### config.mk
export PLATFORM = sky130hd
export DESIGN_NAME = audio_i2s_tx
export DESIGN_NICKNAME = d
export VERILOG_FILES = /design/src/rtl/audio_i2s_pkg.sv /design/src/rtl/audio_i2s_tx.sv
export SDC_FILE = /design/constraint.sdc
export NUM_CORES = 1
export LEC_CHECK = 0
export BUFFER_PORTS_ARGS = -buffer_cell sky130_fd_sc_hd__buf_2
export CORE_MARGIN = 2
export CORE_UTILIZATION = 58
export DETAILED_ROUTE_END_ITERATION = 8
export PLACE_DENSITY = 0.82
export SLEW_MARGIN = 20
export SYNTH_ARGS = -nofsm -noshare
export SYNTH_HDL_FRONTEND = slang
export SYNTH_SLANG_ARGS = --single-unit
### constraint.sdc
create_clock -name I_clock -period 3.7 [get_ports I_clock]
set_input_delay 0.74 -clock I_clock [delete_from_list [all_inputs] [get_ports I_clock]]
set_output_delay 0.74 -clock I_clock [all_outputs]
set_load 0.02 [all_outputs]
### src/rtl/audio_i2s_pkg.sv
// Shared constants for the I2S transmitter: slot/frame geometry and counter sizing.
package audio_i2s_pkg;

   localparam int unsigned SLOT_W     = 16;
   localparam int unsigned FRAME_BITS = 32;
   localparam int unsigned SLOT_IDX_W = $clog2(FRAME_BITS);

   function automatic int unsigned cnt_width(input int unsigned sclk_div);
      return $clog2(FRAME_BITS * sclk_div);
   endfunction

endpackage

### src/rtl/audio_i2s_tx.sv
// Fixed-format I2S transmitter: mono sample sent in both slots, all clocks from one frame counter.
// Define AUDIO_I2S_OFFSET_BINARY_EN to accept offset-binary input (MSB inverted on load).
module audio_i2s_tx
   import audio_i2s_pkg::*;
#(
   parameter int unsigned P_mclk_div = 2,
   parameter int unsigned P_sclk_div = 16
) (
   input  logic              I_clock,
   input  logic              I_reset,
   input  logic [SLOT_W-1:0] I_data,
   output logic              O_mclk,
   output logic              O_wclk,
   output logic              O_sclk,
   output logic              O_data
);

   localparam int unsigned CNT_W  = cnt_width(P_sclk_div);
   localparam int unsigned SCLK_W = $clog2(P_sclk_div);
   localparam int unsigned MCLK_W = $clog2(P_mclk_div);
   localparam logic [CNT_W-1:0] LOAD_AT = CNT_W'(P_sclk_div - 1);

   logic [CNT_W-1:0]      r_cnt;
   logic [SLOT_W-1:0]     r_hold;
   logic                  r_mclk;
   logic                  r_wclk;
   logic                  r_sclk;
   logic                  r_data;

   logic [SLOT_IDX_W-1:0] w_slot;
   logic [SLOT_IDX_W-1:0] w_bit;
   logic [SLOT_W-1:0]     w_load;
   logic                  w_mclk;
   logic                  w_sclk;
   logic                  w_wclk;
   logic                  w_data;

   // Dividers are powers of two, so the phase tests reduce to single counter bits.
   assign w_slot = r_cnt[CNT_W-1 -: SLOT_IDX_W];
   assign w_bit  = w_slot - SLOT_IDX_W'(1);
   assign w_mclk = r_cnt[MCLK_W-1];
   assign w_sclk = r_cnt[SCLK_W-1];
   assign w_wclk = w_bit[SLOT_IDX_W-1];
   // 15 - (k mod 16) is the bitwise complement of the low four index bits.
   assign w_data = r_hold[~w_bit[SLOT_IDX_W-2:0]];

`ifdef AUDIO_I2S_OFFSET_BINARY_EN
   assign w_load = {~I_data[SLOT_W-1], I_data[SLOT_W-2:0]};
`else
   assign w_load = I_data;
`endif

   always_ff @(posedge I_clock) begin
      if (!I_reset) begin
         r_cnt  <= '0;
         r_hold <= '0;
         r_mclk <= 1'b0;
         r_wclk <= 1'b0;
         r_sclk <= 1'b0;
         r_data <= 1'b0;
      end else begin
         r_cnt  <= r_cnt + CNT_W'(1);
         if (r_cnt == LOAD_AT) begin
            r_hold <= w_load;
         end
         r_mclk <= w_mclk;
         r_wclk <= w_wclk;
         r_sclk <= w_sclk;
         r_data <= w_data;
      end
   end

   assign O_mclk = r_mclk;
   assign O_wclk = r_wclk;
   assign O_sclk = r_sclk;
   assign O_data = r_data;

endmodule

==> results.yml <==
grt:
  grt_overflow: 0
  grt_pass1_wl_um: 3629
  grt_use_total: 0.1979
  grt_max_degree: 30
  grt_pass1_vias: 810
  antenna_found_initial: 0
cells_and_area:
  nNetsFinal: 157
  num_antenna_cells: 0
  area_growth_pct: 14.67
  fin_area_mm2: 0.001458
  n_fill_cell: 152
  drive_above_1_share: 0.2574
synth:
  syn_area_per_cell_um2: 11.25
  synth_cell_types: 19
  yosys_warnings: 0
  synth_top_area_frac: 0.4567
  syn_area_mm2: 0.001271
  yosysSeqAreaShare: 0.4567
  synthTopCellsByArea: "dfxtp_1, mux2i_1, mux4_2"
  syn-num-nets: 135
  synth_cells: 113
  synth_top_area_cell: "dfxtp_1"
  synth_seq_cells: 29
die:
  die_w_um: 50.82
  pin_count: 22
  rows: 16
  coreArea_mm2: 0.002022
  dieArea_mm2: 0.002582
  die_h_um: 50.82
  initial_core_util: 0.6287
drt:
  drtIter0Drc: 7
  wl_per_cell_um: 13.20
  drc: 0
  dr_wl_met2_um: 1088
  dr.pass1.iters: 4
  drtAntennaViolNets: 0
  drt-total-wl_um: 2152
  via_per_inst: 5.160
  top_layer: "met4"
  wl_met1_um: 960
  wl_met3_um: 71
  route.vias.total: 841
placed_design:
  placed_cell_area_mm2: 0.001388
  port_buffers: 21
  place.gp.congestion: 0.7510
  dpl.hpwl_um: 1588
cts:
  htreeDepth: 2
  clockRootBuffer: "clkbuf_4"
  numCtsBuffers: 5
  cts.sinks: 29
  post_cts_buffers: 0
  ctsHoldBuffers: 0
  cts.repair.resized: 0
  path_clk_slew_ns: 0.09
  cts_tree: "built"
  clock_path_buffers: 2
  worstSkewPairLatency_ns: 0.32
worst_setup_path:
  required_ns: 3.92
  crit_top_cell: "mux4_2"
  timing.rr.end: "O_data$_SDFF_PN0_"
  cp_cell_sequence: "inv_1 -> ha_1 -> mux4_2 -> mux4_2 -> and2_1"
  start_kind: "flip-flop"
  critPathKind: "reg -> reg"
  cp-end-kind: "flip-flop"
  arrival_ns: 2.41
  path_max_fanout: 9
  reg2reg_slack_ns: 1.51
  cpPeakStageDelay_ns: 0.57
  crit_slowest_cell: "dfxtp_1"
  reg2reg_depth: 5
  r2r_start: "r_cnt[4]$_SDFF_PN0_"
worst_hold_path:
  holdPathEnd: "r_cnt[0]$_SDFF_PN0_"
  hold_path_class: "reg -> reg"
  worstHoldStart: "r_cnt[0]$_SDFF_PN0_"
  holdPathStages: 1
sta:
  tns_ns: 0
  slew-limit-headroom: 0.7312
  max_freq_mhz: 456.5
  setup_violations: 0
  period_needed_ns: 2.191
  tightest_slew_ns: 0.4026
  fin_skew_ns: 0.005804
  hold_viol_final: 0
  min_period_over_period: 0.5921
  grt_setup_unrepaired: "false"
  slew_viol_final: 0
pwr:
  powerDensity_mw_per_mm2: 380.9
  p_leak_nw: 0.6945
  vdd_drop_max_mv: 0.3192
flow_run:
  cap_violations: 0
run_status:
  status: "completed"
flip-flops by register name, indices dropped and copies added, names as in the netlist:
name / flops
r_hold: 16
O_mclk: 1
O_data: 1
r_cnt: 9
O_wclk: 1
O_sclk: 1
logic make-up after synthesis:
family,share of synthesized area
adders and majority gates,0.03937
buffers and inverters,0.02952
and+or+nand+nor,0.1909
DFF,0.4567
muxes,0.2146
xor gates and xnor gates,0.06890
final cells by class:
class | count | area (µm²) | share of cell area
multi-input combinational | 75 | 653.1 | 0.4481
sequential | 29 | 580.6 | 0.3983
timing repair buffer | 22 | 112.6 | 0.07725
clock buffer | 7 | 65.06 | 0.04464
tap | 27 | 33.78 | 0.02318
inverter | 2 | 7.507 | 0.005150
clock inverter | 1 | 5.005 | 0.003433
worst max-delay path, delay by kind of cell, from the launching register on:
family / cells / cell delay, ns
simple gates: 1 / 0.16
fa+ha+maj: 1 / 0.40
mux: 2 / 0.79
buf+inv: 1 / 0.17
flops: 1 / 0.57
cells in the final DEF, fill, tap and decap left out:
cell type / count
and2_1: 11
and3_1: 1
and4_1: 1
buf_2: 21
buf_4: 1
clkbuf_4: 5
clkbuf_8: 2
clkinv_2: 1
dfxtp_1: 29
ha_1: 4
inv_1: 2
mux2i_1: 16
mux4_2: 5
nand2_1: 3
nand3_1: 1
nand4_1: 2
nand4b_1: 1
nor2_1: 1
nor2b_1: 18
nor3_1: 1
xnor2_1: 7
xor2_1: 3
synthesized netlist by cell type:
cell      count
dfxtp_1      29
nor2b_1      18
mux2i_1      16
and2_1       11
xnor2_1       7
mux4_2        5
clkbuf_1      4
ha_1          4
buf_2         3
nand2_1       3
xor2_1        3
inv_1         2
nand4_1       2
and3_1        1
and4_1        1
nand3_1       1
nand4b_1      1
nor2_1        1
nor3_1        1
report_power, final:
group	leakage, nW	internal, mW	switching (mW)
Clock	0.0413	0.110	0.105
Combinational	0.419	0.0130	0.00914
Sequential	0.235	0.316	0.00277
through the flow:
stage | power [mW] | hold slack (ns) | worst slack (ns) | cells | util
4_1_cts | 0.5602 | 0.4948 | 1.479 | 163 | 0.7209
5_1_grt | 0.5801 | 0.5159 | 1.390 | 163 | 0.7209
6_report | 0.5552 | 0.4879 | 1.509 | 163 | 0.7209
3_3_place_gp | 0.3472 | 0.4582 | 1.629 | 155 | 0.6863
3_5_place_dp | 0.3481 | 0.4700 | 1.497 | 155 | 0.6863
2_1_floorplan | 0.3366 | 0.4403 | 1.740 | 113 | -
per-layer routing:
layer / global-route usage / up-vias
li1: - / 420
met1: 0.2286 / 400
met2: 0.3268 / 17
met3: 0.07018 / 4
met4: 0.09459 / 0
met5: 0 / -
worst max path at each step:
stage	slack, ns	from	cells past startpoint	endpoint
after floorplan	1.74	r_cnt[4]$_SDFF_PN0_	6	O_data$_SDFF_PN0_
after global placement	1.63	r_cnt[4]$_SDFF_PN0_	5	O_data$_SDFF_PN0_
after detailed placement	1.50	r_cnt[4]$_SDFF_PN0_	5	O_data$_SDFF_PN0_
after CTS	1.48	r_cnt[4]$_SDFF_PN0_	5	O_data$_SDFF_PN0_
after global routing	1.39	r_cnt[4]$_SDFF_PN0_	5	O_data$_SDFF_PN0_
final	1.51	r_cnt[4]$_SDFF_PN0_	5	O_data$_SDFF_PN0_
(Power assumes the default switching activity.)
